File: config.mk
export PLATFORM = sky130hd
export DESIGN_NAME = wb_regfile
export DESIGN_NICKNAME = d
export VERILOG_FILES = /design/src/rtl/wb_regfile.sv
export SDC_FILE = /design/constraint.sdc
export NUM_CORES = 2
export LEC_CHECK = 0
export ABC_AREA = 1
export BUFFER_PORTS_ARGS = -buffer_cell sky130_fd_sc_hd__clkbuf_2
export CAP_MARGIN = 0
export CORE_MARGIN = 8
export CORE_UTILIZATION = 55
export CTS_CLUSTER_DIAMETER = 200
export DETAILED_ROUTE_END_ITERATION = 8
export HOLD_SLACK_MARGIN = 0.1
export PLACE_DENSITY = 0.71
export SKIP_LAST_GASP = 1
export SYNTH_ARGS = -nofsm -noshare
export SYNTH_HDL_FRONTEND = slang
export SYNTH_SLANG_ARGS = --single-unit
File: constraint.sdc
create_clock -name clk -period 5.09 [get_ports clk]
set_clock_uncertainty 0.1 [all_clocks]
set_input_delay 1.018 -clock clk [delete_from_list [all_inputs] [get_ports clk]]
set_output_delay 1.018 -clock clk [all_outputs]
set_load 0.005 [all_outputs]
File: src/rtl/wb_regfile.sv
// Write-back stage and architectural register file.
// It selects the write-back value, commits it to a 2**ADDR_WIDTH entry
// register file, and serves two combinational read ports that bypass a
// same-cycle write. It also drives a registered commit trace and a commit
// counter.
module wb_regfile #(
    parameter int DATA_WIDTH  = 32,
    parameter int ADDR_WIDTH  = 5,
    parameter int COUNT_WIDTH = 32
) (
    input  logic                   clk,
    input  logic                   reset,
    input  logic                   RegWrite_i,
    input  logic [1:0]             MemtoReg_i,
    input  logic [ADDR_WIDTH-1:0]  Addr_i,
    input  logic [DATA_WIDTH-1:0]  Mem_Data_i,
    input  logic [DATA_WIDTH-1:0]  ALU_Data_i,
    input  logic [DATA_WIDTH-1:0]  PC_Plus4_i,
    input  logic [ADDR_WIDTH-1:0]  Read_Reg1_i,
    input  logic [ADDR_WIDTH-1:0]  Read_Reg2_i,
    output logic [DATA_WIDTH-1:0]  Read_Data1_o,
    output logic [DATA_WIDTH-1:0]  Read_Data2_o,
    output logic [DATA_WIDTH-1:0]  WB_Data_o,
    output logic                   Commit_Valid_o,
    output logic [ADDR_WIDTH-1:0]  Commit_Addr_o,
    output logic [DATA_WIDTH-1:0]  Commit_Data_o,
    output logic [COUNT_WIDTH-1:0] Commit_Count_o
);

    localparam int unsigned NUM_REGS = 2 ** ADDR_WIDTH;

    logic [DATA_WIDTH-1:0] regs [NUM_REGS];
    logic                  we_eff;

    // A write takes effect only outside reset and never to register 0.
    assign we_eff = RegWrite_i && (Addr_i != '0) && !reset;

    // Write-back source select; the reserved encoding falls back to the ALU result.
    always_comb begin
        WB_Data_o = ALU_Data_i;
        case (MemtoReg_i)
            2'b01:   WB_Data_o = Mem_Data_i;
            2'b10:   WB_Data_o = PC_Plus4_i;
            default: WB_Data_o = ALU_Data_i;
        endcase
    end

    // Register storage: cleared on reset, one write per edge.
    always_ff @(posedge clk) begin
        if (reset) begin
            for (int unsigned i = 0; i < NUM_REGS; i++) begin
                regs[i] <= '0;
            end
        end else if (we_eff) begin
            regs[Addr_i] <= WB_Data_o;
        end
    end

    // Read ports: register 0 is hard zero, and a same-cycle write is bypassed.
    always_comb begin
        Read_Data1_o = regs[Read_Reg1_i];
        if (Read_Reg1_i == '0) begin
            Read_Data1_o = '0;
        end else if (we_eff && (Read_Reg1_i == Addr_i)) begin
            Read_Data1_o = WB_Data_o;
        end

        Read_Data2_o = regs[Read_Reg2_i];
        if (Read_Reg2_i == '0) begin
            Read_Data2_o = '0;
        end else if (we_eff && (Read_Reg2_i == Addr_i)) begin
            Read_Data2_o = WB_Data_o;
        end
    end

    // Commit trace and counter. The counter wraps freely.
    always_ff @(posedge clk) begin
        if (reset) begin
            Commit_Valid_o <= 1'b0;
            Commit_Addr_o  <= '0;
            Commit_Data_o  <= '0;
            Commit_Count_o <= '0;
        end else begin
            Commit_Valid_o <= we_eff;
            Commit_Addr_o  <= Addr_i;
            Commit_Data_o  <= WB_Data_o;
            if (we_eff) begin
                Commit_Count_o <= Commit_Count_o + COUNT_WIDTH'(1);
            end
        end
    end

endmodule

; After elaboration in Yosys (flattened, before gate mapping)
; Memory sizes are Yosys's and may differ from the RTL's.
; Cells that the tools add are included.
[op_classes]
addsub = 1
eq_ne = 4
muxes = 13
n_reduce_logical = 9
[ops]
columns = operator, n
row1 = $mux 32, 5
row2 = $pmux 32 s2, 1
row3 = $add 32x1->32 const B, 1
row4 = $reduce_or 32->1, 1
row5 = $eq 5x5->1, 2
row6 = $logic_not 5->1, 2
row7 = $mux 1, 6
row8 = $mux 5, 1
row9 = $reduce_bool 5->1, 1
row10 = $logic_and 1x1->1, 4
row11 = $eq 2x1->1 const B, 1
row12 = $eq 2x2->1 const B, 1
row13 = $logic_not 1->1, 1
[totals]
register_bits = 70
ram_bits = 1024
output_inout_bits = 166
wordCells = 32
mem_count = 1
[memory_table]
columns = name, words, word_bits, rd, rd_clocked_by_memory_dff, wr, line_no
row1 = regs, 32, 32, 2, 0, 32, 32  ; logic [DATA_WIDTH-1:0] regs [NUM_REGS];

; Longest topological paths before layout
[logic_depth]
ltp_word = 8
depth_mapped = 14
mapped_depth_nobuf = 10

; Least setup slack after synthesis
; Ideal clock, no wire load.
[synth_path]
path_type = input-to-output
start = input port MemtoReg_i[0]
end = output port WB_Data_o[10]
arrival_ns = 2.438
required_ns = 3.972
slack_ns = 1.534
path_stages = 8
cell_sequence = inv_1 -> ha_1 -> inv_2 -> clkbuf_1 -> nand3_1 -> o21ai_1 -> clkbuf_1 -> inv_1
[synth_between]
elab_chain_len = 2
[synth_rtl]
columns = element, line_no
row1 = "start, declared", 14  ; input logic [1:0] MemtoReg_i,
row2 = $eq 2x2->1 or $eq 2x1->1 (tied branches), 41  ; case (MemtoReg_i)
row3 = $pmux 32 s2 (*), 41
row4 = "end, declared", 23  ; output logic [DATA_WIDTH-1:0] WB_Data_o,
; Every way passes the cells marked *; elsewhere a longest branch is shown, timed or not.

; Worst setup path after layout
[layout_path]
start = input port Read_Reg1_i[0]
end = output port Read_Data1_o[22]
[layout_between]
elab_chain_len = 4
[layout_rtl]
columns = element, line_no
row1 = "start, declared", 19  ; input logic [ADDR_WIDTH-1:0] Read_Reg1_i,
row2 = branches (longest 3 deep; another with $mem_v2 32x32), --
row3 = $mux 32 (*), 62  ; if (Read_Reg1_i == '0) begin
row4 = "end, declared", 21  ; output logic [DATA_WIDTH-1:0] Read_Data1_o,
; Mark *: on every way between the ends.

==> flow_summary.toml <==
[outcome]
status = "finished clean"

[place]
pre_cts_ws_ns = 0.632
hpwl_mm = 155
post_dp_cell_area_um2 = 65400
place_congestion = 0.994
port_buffers = 281

[route]
drtAntennaViolNets = 0
drc_errors = 0
drt-initial-drc-count = 9840
totalWireLength_mm = 246
wire_per_inst_um = 25.8
via_count = 59300
vias_per_cell = 6.22
firstDrtPassIters = 8

[clock_network]
postCtsHoldBufs = 0
postCtsSetupBuffers = 0
cts_sinks = 1094
clk_latency_ns = 0.72
cts_buffers = 118
root_buffer = "clkbuf_16"
h-tree-depth = 3
clockBufferDepth = 3
clk_pin_slew_ns = 0.06
cts.repair.resized = 0
cts_tree = "yes"

[timing]
drv_slew = 0
finalSetupTns_ns = 0
relSlewSlack = 0.285
finalCritPeriodShare = 0.905
hold_viol_final = 0
rsz0062_at_grt = "false"
setup_viol = 0
period_needed_ns = 4.60
tightestPinTransition_ns = 1.07
setup_slack_ns = 0.486
fmax_mhz = 217

[worst_setup_path]
endpoint_kind = "primary output"
critPathLaunchType = "input pin"
cp_max_fo = 88
worstPathArrival_ns = 3.49
required_ns = 3.97
worstSetupPathType = "in2out"

[cells_and_area]
syn_to_final_growth_pct = 12.8
num-fill-cells = 9574
postLayoutCoreUtil = 0.626
regArea_um2 = 32200
multi_input_area_um2 = 23900
nNetsFinal = 8044
fin_area_um2 = 69300
drive_gt1_frac = 0.101

[flow_run]
maxCapViolCount = 0

[floorplanning]
dieArea_um2 = 123000
core_um2 = 111000
rows = 122
ios = 282
initial_utilization = 0.555
die_h_um = 350
die-width_um = 350

[logic_synthesis]
synthFlopType = "edfxtp_1"
synth_cell_type_count = 29
synth-async-reset-ratio = 0
synth-edff-count = 1024
ys_ff_latch = 1094
yosysSeqAreaShare = 0.523
synthCells = 7886
syn-cell-area_um2 = 61400
yosysWarnings = 0
syn_area_per_cell_um2 = 7.79

[power_and_ir_drop]
p_per_area_nw_per_um2 = 332
ir_worst_vdd_mv = 0.284
p_leak_uw = 0.0299

[hold_path]
hold_class = "reg2reg"

[global_route]
grt-ovfl-total = 0
antenna_found_initial = 2
track_usage = 0.389
grt_max_degree = 161
grt_pass1_wl_mm = 358
grt_pass1_vias = 55900
## flip-flops by register name, indices dropped and copies added, names as in the netlist
signal / count
Commit_Addr_o: 5
Commit_Count_o: 32
Commit_Valid_o: 1
regs: 1024
Commit_Data_o: 32
## placed cells by master, fill, tap and decap left out, types with 7 or more instances in the layout
master / synthesis / layout
nand2_1: 1552 / 1535
nor2_1: 1335 / 1330
edfxtp_1: 1024 / 1024
nand3_1: 970 / 970
inv_1: 835 / 831
o21ai_0: 620 / 620
a21oi_1: 564 / 564
clkbuf_2: 0 / 272
buf_4: 4 / 216
o211ai_1: 140 / 140
clkbuf_16: 0 / 123
dfxtp_1: 70 / 70
buf_12: 0 / 64
o21ai_4: 0 / 32
conb_1: 1 / 32
clkbuf_1: 367 / 29
clkinv_2: 0 / 28
clkinv_1: 0 / 19
nand2_2: 0 / 17
nor3_1: 16 / 16
nand4_1: 12 / 12
clkbuf_8: 0 / 11
or2_2: 9 / 9
bufinv_16: 0 / 8
nand3b_1: 7 / 7
## metrics by stage
| step | instances | hold WS, ns | power [uW] |
|---|---|---|---|
| finish | 9520 | 0.411 | 23000 |
| global route | 9517 | 0.438 | 23600 |
| CTS | 9517 | 0.414 | 22900 |
| detailed placement | 9293 | 0.406 | 14400 |
| global placement | 9293 | 0.388 | 14300 |
| floorplan | 7917 | 0.370 | 12600 |
## area by class of cell
class,instances,area share
inverter,840,0.0460
timing repair buffer,556,0.0624
tap,1488,0.0269
antenna,3,0.000108
multi-input combinational,5315,0.345
clock buffer,163,0.0482
sequential,1094,0.464
clock inverter,61,0.00739
## final timing paths
check | slack, ns | to | depth (start not counted) | from
max | 0.49 | Read_Data1_o[22] | 10 | Read_Reg1_i[0]
min reg2reg | 0.41 | Commit_Count_o[29] | 2 | Commit_Count_o[29]
min | 0.41 | Commit_Count_o[29] | 2 | Commit_Count_o[29]
max reg2reg | 2.80 | Commit_Count_o[22] | 9 | Commit_Count_o[1]
## Yosys cell counts, types with 4 or more instances
master / number / area, um2
nand2_1: 1552 / 5830
nor2_1: 1335 / 5010
edfxtp_1: 1024 / 30700
nand3_1: 970 / 4850
inv_1: 835 / 3130
o21ai_0: 620 / 3100
a21oi_1: 564 / 2820
clkbuf_1: 367 / 1380
buf_2: 218 / 1090
o211ai_1: 140 / 1050
buf_1: 79 / 297
dfxtp_1: 70 / 1400
o21ai_1: 32 / 160
nor3_1: 16 / 80.1
nand4_1: 12 / 75.1
or2_2: 9 / 56.3
nand3b_1: 7 / 52.6
xnor2_1: 6 / 52.6
xor2_1: 6 / 52.6
inv_2: 5 / 18.8
buf_4: 4 / 30.0
## worst max-delay path, stage by stage
cell      delay [ns]
buf_8           0.17
inv_8           0.45
buf_4           0.39
nand4_1         0.29
buf_12          0.31
nand2_1         0.09
inv_1           0.04
nand2_1         0.27
inv_1           0.08
clkbuf_2        0.13
## logic make-up after synthesis
logic type | count (synthesis) | share of synthesized area
simple gates | 3908 | 0.261
buf+inv | 1508 | 0.0968
compound gates | 1360 | 0.117
flops | 1094 | 0.523
xor+xnor | 12 | 0.00171
fa+ha+maj | 3 | 0.000611
other cells | 1 | 0.0000610
## layer usage
metal | track usage | vias to the layer above | part of all wire
met5 | 0 | - | 0.000053
met2 | 0.583 | 4832 | 0.43
met1 | 0.488 | 27400 | 0.34
met4 | 0.312 | 2 | 0.094
li1 | - | 26000 | -
met3 | 0.0814 | 999 | 0.13
## power by group
| group | internal [uW] | switching, uW |
|---|---|---|
| Clock | 4970 | 3720 |
| Combinational | 988 | 2820 |
| Sequential | 10300 | 190 |
| Total | 16300 | 6740 |
Note: power is estimated with default switching activity, not from simulation.
